`config.mk`:
```
export PLATFORM = sky130hd
export DESIGN_NAME = distance_controller
export DESIGN_NICKNAME = d
export VERILOG_FILES = /design/src/rtl/dist_pkg.sv /design/src/rtl/distance_controller.sv
export SDC_FILE = /design/constraint.sdc
export NUM_CORES = 1
export LEC_CHECK = 0
export ABC_CLOCK_PERIOD_IN_PS = 2100
export BUFFER_PORTS_ARGS = -buffer_cell sky130_fd_sc_hd__buf_2
export CORE_MARGIN = 1
export CORE_UTILIZATION = 34
export CTS_CLUSTER_DIAMETER = 60
export DETAILED_ROUTE_END_ITERATION = 7
export GPL_TIMING_DRIVEN = 1
export SYNTH_ARGS = -nofsm -noshare
export SYNTH_HDL_FRONTEND = slang
export SYNTH_SLANG_ARGS = --single-unit
```
`constraint.sdc`:
```
create_clock -name clk -period 2.1 [get_ports clk]
set_clock_uncertainty 0.2 [all_clocks]
set_input_delay 0.105 -clock clk [delete_from_list [all_inputs] [get_ports clk]]
set_output_delay 0.105 -clock clk [all_outputs]
set_load 0.01 [all_outputs]
```
`src/rtl/dist_pkg.sv`:
```
// Shared definitions for the horizontal-distance controller: state encoding,
// multiplier operand selects and the Q5.11 unity constant.
package dist_pkg;

   typedef enum logic [2:0] {
      IDLE  = 3'd0,
      INIT  = 3'd1,
      LOOP  = 3'd2,
      MULX  = 3'd3,
      MULC  = 3'd4,
      FINAL = 3'd5
   } state_t;

   localparam logic [1:0] SEL_XX    = 2'b00;
   localparam logic [1:0] SEL_COEF  = 2'b01;
   localparam logic [1:0] SEL_POW   = 2'b10;
   localparam logic [1:0] SEL_SCALE = 2'b11;

   localparam logic [15:0] ONE = 16'h0800;

   // States that drive the shared multiplier and therefore honour the stall count.
   function automatic logic is_mult_state(input state_t s);
      return (s == INIT) || (s == MULX) || (s == MULC) || (s == FINAL);
   endfunction

endpackage

```
`src/rtl/distance_controller.sv`:
```
// Sequencing FSM for the horizontal-distance datapath: evaluates an 8-term
// series into R6, scales it by v into R7 and raises done.
module distance_controller
   import dist_pkg::*;
#(
   parameter int MULT_WAIT = 0
) (
   input  logic clk,
   input  logic reset,
   input  logic start,
   input  logic is_R4_greater_than_eight,
   output logic busy,
   output logic ld_R1,
   output logic ld_R2,
   output logic ld_R4,
   output logic ld_R5,
   output logic ld_R6,
   output logic ld_R7,
   output logic clr_R1,
   output logic clr_R2,
   output logic clr_R4,
   output logic clr_R5,
   output logic clr_R6,
   output logic clr_R7,
   output logic inc_R4,
   output logic set_done,
   output logic clear_done,
   output logic S1,
   output logic S0,
   output logic S5
);

   localparam logic [3:0] WAIT_LAST = 4'(MULT_WAIT);

   state_t     state_q, state_d;
   logic [3:0] wait_q, wait_d;
   logic       hold_last;

   assign hold_last = (wait_q == WAIT_LAST);

   always_ff @(posedge clk) begin
      if (!reset) begin
         state_q <= IDLE;
         wait_q  <= 4'd0;
      end else begin
         state_q <= state_d;
         wait_q  <= wait_d;
      end
   end

   always_comb begin
      state_d    = state_q;
      wait_d     = 4'd0;
      busy       = 1'b0;
      ld_R1      = 1'b0;
      ld_R2      = 1'b0;
      ld_R4      = 1'b0;
      ld_R5      = 1'b0;
      ld_R6      = 1'b0;
      ld_R7      = 1'b0;
      clr_R1     = 1'b0;
      clr_R2     = 1'b0;
      clr_R4     = 1'b0;
      clr_R5     = 1'b0;
      clr_R6     = 1'b0;
      clr_R7     = 1'b0;
      inc_R4     = 1'b0;
      set_done   = 1'b0;
      clear_done = 1'b0;
      S1         = 1'b0;
      S0         = 1'b0;
      S5         = 1'b0;

      // Reset forces the datapath clear regardless of the registered state.
      if (!reset) begin
         clr_R1     = 1'b1;
         clr_R2     = 1'b1;
         clr_R4     = 1'b1;
         clr_R5     = 1'b1;
         clr_R6     = 1'b1;
         clr_R7     = 1'b1;
         clear_done = 1'b1;
      end else begin
         busy = (state_q != IDLE);
         if (is_mult_state(state_q) && !hold_last) begin
            wait_d = wait_q + 4'd1;
         end

         case (state_q)
            IDLE: begin
               if (start) state_d = INIT;
            end
            INIT: begin
               {S1, S0} = SEL_XX;
               S5       = 1'b0;
               if (hold_last) begin
                  ld_R1      = 1'b1;
                  ld_R2      = 1'b1;
                  ld_R5      = 1'b1;
                  clr_R4     = 1'b1;
                  clr_R6     = 1'b1;
                  clr_R7     = 1'b1;
                  clear_done = 1'b1;
                  state_d    = LOOP;
               end
            end
            LOOP: begin
               if (is_R4_greater_than_eight) begin
                  state_d = FINAL;
               end else begin
                  ld_R6   = 1'b1;
                  state_d = MULX;
               end
            end
            MULX: begin
               {S1, S0} = SEL_POW;
               S5       = 1'b1;
               if (hold_last) begin
                  ld_R5   = 1'b1;
                  state_d = MULC;
               end
            end
            MULC: begin
               {S1, S0} = SEL_COEF;
               S5       = 1'b1;
               if (hold_last) begin
                  ld_R5   = 1'b1;
                  inc_R4  = 1'b1;
                  state_d = LOOP;
               end
            end
            FINAL: begin
               {S1, S0} = SEL_SCALE;
               if (hold_last) begin
                  ld_R7    = 1'b1;
                  set_done = 1'b1;
                  state_d  = IDLE;
               end
            end
            default: state_d = IDLE;
         endcase
      end
   end

endmodule

```
==> key figures, run 1 <==
Floorplan
  – Core area: 0.00135 mm²
  – Ports: 23
  – Die span in x: 40.9 µm
  – Initial core utilization: 0.381
  – Row count: 13
  – Die H: 40.9 µm
  – Die Footprint: 0.00167 mm²

GRT
  – GRT overflow: 0
  – Global-route wire length before repair: 1.39 mm
  – Pin count of the biggest net entering global routing: 13
  – Global Route Usage Sum: 0.128
  – Vias in the first global route: 363
  – Antenna violations before repair: 0

Setup path
  – CP Capture Type: output pin
  – Worst Path Required: 1.79 ns
  – Crit-path max cell delay: 0.42 ns
  – CP max-delay cell: or3b_4
  – Setup Crit Path Kind: register to output pin
  – CP max FO: 5
  – Worst setup SP type: register
  – Buf+Inv Stages, Crit Path: 2
  – Worst path cell trace: inv_1 -> ha_1 -> or3b_4 -> nor3_4 -> nand2b_4 -> buf_2
  – WP data arrival: 1.67 ns
  – Crit path max-delay family: simple AND/OR/NAND/NOR gates
  – FF-to-FF setup slack: 0.42 ns

Route
  – Initial DRC count: 6
  – Total Wirelength: 931 µm
  – Routed len/inst: 9.50 µm
  – DRT Pass-1 Iters: 4
  – Via-per-instance ratio: 4.88
  – Routed Antenna Nets: 0
  – Total vias in the final route: 478
  – Drt drc: 0

Clock network
  – Worst skew pair latency: 0.24 ns
  – Post-CTS setup buffer count: 0
  – Max Root-Sink Buffers: 2
  – CTS H-tree depth: 1
  – CTS root buf: clkbuf_4
  – TritonCTS buffer count: 3
  – CTS tree: done
  – Worst-path clk slew: 0.05 ns
  – Sink Count: 7

Power
  – Sequential power share: 0.449
  – Switch share: 0.274
  – VDD IR-drop max: 0.330 mV
  – Clock share of power: 0.353
  – Pleak: 0.276 nW
  – Internal power: 0.000241 W
  – Pwr dens: 532 mW/mm²
  – Switching power: 0.0000911 W
  – Gate power share: 0.198

Timing
  – Max-slew violations: 0
  – Final Hold Viols: 0
  – Final period utilization: 0.941
  – Final setup violation count: 0
  – Crit path time final: 1.98 ns
  – FMAX: 0.506 GHz
  – Post-route setup TNS: 0 ns
  – Setup ws final: 0.123 ns
  – RSZ-0062 raised after global routing: no
  – Hold_ws: 0.111 ns

Yosys
  – Avg Inst Size Synth: 7.68 µm²
  – Mapped Area: 514 µm²
  – Synth Flop Type: dfxtp_1
  – Seq/Total Area, Yosys: 0.273
  – Main area contributors after synthesis: dfxtp_1 27%, buf_4 13%, nor2_1 7.3%, ha_1 4.9%, inv_1 4.4%
  – #FFs+latches synth: 7
  – Number of flops mapped to enable cells by yosys: 0
  – Synthesized net count: 73
  – Syn Inst Count: 67
  – Yosys warnings: 0
  – Share of the synthesized area in the top cell type: 0.273
  – Area leader, netlist: dfxtp_1
  – Cell variety after synth: 28
  – Asr flop ratio synth: 0

Status
  – Status: completed

Hold path
  – Min-delay worst type: input port to register

Placed design
  – Port Buffers: 21
  – Pre-CTS setup slack: 0.333 ns
  – Gpl congestion: 0.670
  – Placed Area: 561 µm²
  – DP HPWL: 732 µm

Layout
  – FILL cells: 146
  – Design area: 626 µm²
  – N_diodes: 0
  – Nets@finish: 90
  – Fraction of layout cells with a size suffix above 1: 0.337
  – P&R area growth vs syn: 21.7%

Run
  – Max-Cap Viols: 0
power by group through the flow:
| stage | clock [W] | sequential (W) | combinational, W |
|---|---|---|---|
| 6_report | 0.000117 | 0.000149 | 0.0000660 |
| 3_3_place_gp | 0 | 0.000151 | 0.0000597 |
| 4_1_cts | 0.000123 | 0.000148 | 0.0000626 |
| 5_1_grt | 0.000132 | 0.000150 | 0.0000742 |
| 3_5_place_dp | 0 | 0.000151 | 0.0000597 |
| 2_1_floorplan | 0 | 0.000141 | 0.0000607 |
registers in the layout, indices dropped and copies added (netlist names):
| register | count |
|---|---|
| state_q | 3 |
| wait_q | 4 |
layout make-up:
type                            instances  area, µm²  share of cell area
Multi-Input combinational cell         43        293               0.468
Sequential cell                         7        140               0.224
Timing Repair Buffer                   23        125               0.200
Clock buffer                            4       26.3              0.0420
Inverter                                6       22.5              0.0360
Tap cell                               15       18.8              0.0300
placed cells by master, fill, tap and decap left out, drive strengths merged, types with 3 or more instances in the layout:
cell	netlist	layout
nor2	10	10
dfxtp	7	7
a21oi	3	3
buf	11	21
clkbuf	0	4
nor3	5	5
inv	6	6
metal layers:
| layer | GRT usage | vias up | wire length [µm] |
|---|---|---|---|
| met3 | 0.0489 | 0 | 49 |
| met5 | 0 | - | 0 |
| met4 | 0.0750 | 0 | 0 |
| met1 | 0.137 | 213 | 446 |
| met2 | 0.211 | 17 | 436 |
| li1 | - | 248 | - |
final timing paths:
| kind | startpoint | end | cells past startpoint |
|---|---|---|---|
| hold / removal | is_R4_greater_than_eight | state_q[2] | 4 |
| setup reg to reg | wait_q[0] | state_q[1] | 5 |
| hold reg to reg | wait_q[0] | wait_q[0] | 1 |
| setup / recovery | wait_q[0] | clear_done | 6 |
per-stage QoR:
stage / instances / utilization / power [W]
3_3_place_gp: 92 / 0.415 / 0.000211
3_5_place_dp: 92 / 0.415 / 0.000211
4_1_cts: 98 / 0.449 / 0.000334
6_report: 98 / 0.463 / 0.000333
2_1_floorplan: 67 / - / 0.000202
5_1_grt: 98 / 0.463 / 0.000356
synthesized netlist by cell type, types with 2 or more instances:
master,instances
a21oi_1,3
buf_2,2
buf_4,9
dfxtp_1,7
ha_1,2
inv_1,6
nand2_1,2
nand2b_1,2
nand3_1,2
nor2_1,10
nor3_1,4
xnor2_1,2
logic make-up (layout without fill, tap and decap cells):
family / after synthesis / in the layout / share of synthesized area
buf+inv: 17 / 33 / 0.195
simple gates: 30 / 30 / 0.329
xor+xnor: 3 / 3 / 0.0511
compound gates: 7 / 7 / 0.0973
flops: 7 / 7 / 0.272
other cells: 1 / 1 / 0.00729
fa+ha+maj: 2 / 2 / 0.0487
repair_timing:
action                     4_1_cts  5_1_grt
resized for setup                0        3
hold endpoints to repair         2        0
hold buffers                     2        0
setup endpoints to repair        0        8
tightest hold or removal path: stages:
cell	delay, ns
buf_2	0.09
o21a_1	0.10
o211ai_1	0.09
a21oi_1	0.12
Note: power is estimated with default switching activity, not from simulation.
==> run 2, diff against run 1 <==
Settings changed: ABC_AREA set to 1, SETUP_SLACK_MARGIN set to 0.02.
==> run 2 against run 1 <==
  * Worst hold slack lost 0.0063 ns
  * Critical path type unchanged
  * Area after synthesis shrank 5.8%
  * Routed wire length shrank 0.86%
  * Critical path depth shrank 1
  * Design area shrank 6.6%
  * Largest power group is now combinational cells
==> key figures, run 2 <==
Status
  – Status: completed

GRT
  – GRT overflow: 0 (unchanged)
  – Global Route Usage Sum: 0.145 (+0.0166)
  – Pin count of the biggest net entering global routing: 10 (-3)
  – Vias in the first global route: 372 (+2.5%)
  – Antenna violations before repair: 0 (unchanged)
  – Global-route wire length before repair: 1.46 mm (+4.5%)

Yosys
  – Top-count cell post-synth: nor2_1
  – Syn Inst Count: 72 (+7.5%)
  – Synthesized net count: 78 (+6.8%)
  – Yosys warnings: 0 (unchanged)
  – Seq/Total Area, Yosys: 0.289 (+0.0169)
  – Synth Flop Type: dfxtp_1
  – Commonest cells in the netlist: 18 x nor2_1, 8 x buf_4, 7 x dfxtp_1
  – Share of the synthesized area in the top cell type: 0.289 (+0.0169)
  – Avg Inst Size Synth: 6.73 µm² (-12%)
  – #FFs+latches synth: 7 (unchanged)
  – Asr flop ratio synth: 0 (unchanged)
  – Number of flops mapped to enable cells by yosys: 0 (unchanged)
  – Cell variety after synth: 17 (-39%)
  – Main area contributors after synthesis: dfxtp_1 29%, nor2_1 14%, buf_4 12%, nand2_2 6.5%, nand3_1 6.2%
  – Area leader, netlist: dfxtp_1
  – Mapped Area: 484 µm² (-5.8%)

Setup path
  – Worst setup SP type: register
  – Crit-path max cell delay: 0.33 ns (-0.09 ns)
  – Worst path cell trace: inv_1 -> ha_1 -> nand2_1 -> o21ai_0 -> buf_2
  – Worst R2R Start: wait_q[0]
  – Setup Crit Path Kind: register to output pin
  – CP Capture Type: output pin
  – Worst Path Required: 1.79 ns (about the same)
  – CP max-delay cell: dfxtp_1
  – FF-to-FF setup slack: 0.70 ns (+0.28 ns)
  – CP max FO: 4 (-1)
  – Worst R2R Path Depth: 8 (+3)
  – Buf+Inv Stages, Crit Path: 2 (unchanged)
  – Crit path max-delay family: flip-flops
  – Critical R2R Capture: state_q[2]
  – WP data arrival: 1.42 ns (-0.25 ns)

Timing
  – Post-route setup TNS: 0 ns (unchanged)
  – FMAX: 0.581 GHz (+15%)
  – Hold_ws: 0.104 ns (-0.00633 ns)
  – Max-slew violations: 0 (unchanged)
  – Final setup violation count: 0 (unchanged)
  – RSZ-0062 raised after global routing: no
  – Crit path time final: 1.72 ns (-0.255 ns)
  – Final period utilization: 0.820 (-0.121)
  – Final Hold Viols: 0 (unchanged)

Clock network
  – Max Root-Sink Buffers: 2 (unchanged)
  – CTS tree: done
  – # resized after CTS: 0 (unchanged)
  – CTS root buf: clkbuf_4
  – TritonCTS buffer count: 3 (unchanged)
  – Worst-path clk slew: 0.05 ns (about the same)
  – Sink Count: 7 (unchanged)
  – CTS H-tree depth: 1 (unchanged)
  – Worst skew pair latency: 0.25 ns (about the same)

Layout
  – Nets@finish: 97 (+7.8%)
  – Largest regs: wait_q: 4 flops, state_q: 3 flops
  – Top reg by flops: wait_q
  – FILL cells: 134 (-8.2%)
  – Largest register FFs: 4 (unchanged)
  – Fraction of layout cells with a size suffix above 1: 0.356 (+0.0182)
  – Most common cell after layout, fill and taps aside: buf_2
  – Most frequent cells in the layout: 21 x buf_2, 18 x nor2_1, 7 x dfxtp_1
  – P&R area growth vs syn: 20.7%
  – N_diodes: 0 (unchanged)
  – Design area: 584 µm² (-6.6%)

Hold path
  – Hold depth: 5 (+1)
  – Worst Min Path Start: is_R4_greater_than_eight
  – Min-delay worst type: input port to register
  – WHS Endpoint: state_q[1]

Placed design
  – Port Buffers: 21 (unchanged)
  – DP HPWL: 733 µm (+0.25%)
  – Gpl congestion: 0.678 (+1.1%)
  – Placed Area: 548 µm² (-2.2%)

Floorplan
  – Row count: 13 (unchanged)
  – Initial core utilization: 0.368 (-0.0134)
  – Die H: 39.7 µm (-2.8%)
  – Die Footprint: 0.00158 mm² (-5.5%)
  – Ports: 23 (unchanged)
  – Die span in x: 39.7 µm (-2.8%)
  – Core area: 0.00132 mm² (-2.4%)

Route
  – Via-per-instance ratio: 4.60 (-5.7%)
  – Total vias in the final route: 483 (+1.0%)
  – Routed Antenna Nets: 0 (unchanged)
  – Total Wirelength: 923 µm (-0.86%)
  – DRT Pass-1 Iters: 4 (unchanged)
  – Initial DRC count: 6 (unchanged)
  – Routed len/inst: 8.79 µm (-7.5%)
  – Drt drc: 0 (unchanged)

Power
  – Pwr dens: 833 mW/mm² (+57%)
  – VDD IR-drop max: 0.439 mV (+33%)
  – Tot Pwr: 0.000487 W (+46%)
  – Pleak: 0.294 nW (+6.3%)

Run
  – Max-Cap Viols: 0 (unchanged)
run 2: cell types whose count changed after synthesis, moves of 2 or more:
cell      before  now
nand2_2        0    5
nand3_1        2    6
buf_2          2    0
o21ai_0        0    3
nand2b_1       2    0
nor3_1         4    1
nand2_1        2    4
nor2_1        10   18
inv_2          0    2
run 2: worst max path at each step:
stage / startpoint / to / slack, ns / depth (start not counted)
floorplan: wait_q[0] / clr_R4 / 0.51 / 5
global placement: state_q[1] / clr_R4 / 0.66 / 4
detailed placement: wait_q[0] / clr_R6 / 0.62 / 5
CTS: wait_q[0] / clr_R6 / 0.34 / 5
global route: wait_q[0] / clr_R4 / 0.16 / 5
finish: wait_q[0] / clr_R6 / 0.38 / 5
run 2: what timing repair did:
item,4_1_cts,5_1_grt
hold buffers,1,0
setup buffers,0,0
endpoints found under the hold margin,2,0
run 2: worst register-to-register path: cells and delay by family, from the launching register on:
kind / cells / cell delay, ns
adder cells (fa/ha/maj): 1 / 0.21
buffers and inverters: 2 / 0.11
flip-flops: 1 / 0.37
AND/OR/NAND/NOR: 5 / 0.41
run 2: power by group:
part / total, W / switching, W / internal, W
clock: 0.000119 / 0.0000469 / 0.0000723
sequential: 0.000169 / 0.0000212 / 0.000147
combinational: 0.000199 / 0.000121 / 0.0000776
total: 0.000487 / 0.000189 / 0.000297
run 2: cells by family (layout without fill, tap and decap cells):
group,Yosys count,after routing,synth area share
other,1,1,0.00774
adder cells (fa/ha/maj),2,2,0.0517
flip-flops,7,7,0.289
buffers and inverters,16,34,0.186
AO/OA/AOI/OAI,8,8,0.0904
XOR/XNOR,2,2,0.0362
AND/OR/NAND/NOR,36,36,0.338
run 2: area by class of cell:
class,count,area [µm²],share of cell area
Timing Repair Buffer,22,115,0.197
Sequential cell,7,140,0.240
Inverter,8,30.0,0.0514
Multi-Input combinational cell,49,254,0.435
Clock buffer,4,26.3,0.0450
Tap cell,15,18.8,0.0321
run 2: stage by stage:
stage	setup WS (ns)	utilization	instances
after floorplan	0.505	-	72
after global placement	0.662	0.416	100
after detailed placement	0.620	0.416	100
after CTS	0.344	0.443	105
after global routing	0.164	0.443	105
final	0.378	0.443	105
run 2: layer usage:
metal | track usage | share of wire
met1 | 0.156 | 0.44
met2 | 0.230 | 0.49
met3 | 0.0511 | 0.052
met4 | 0.103 | 0.015
met5 | 0 | 0
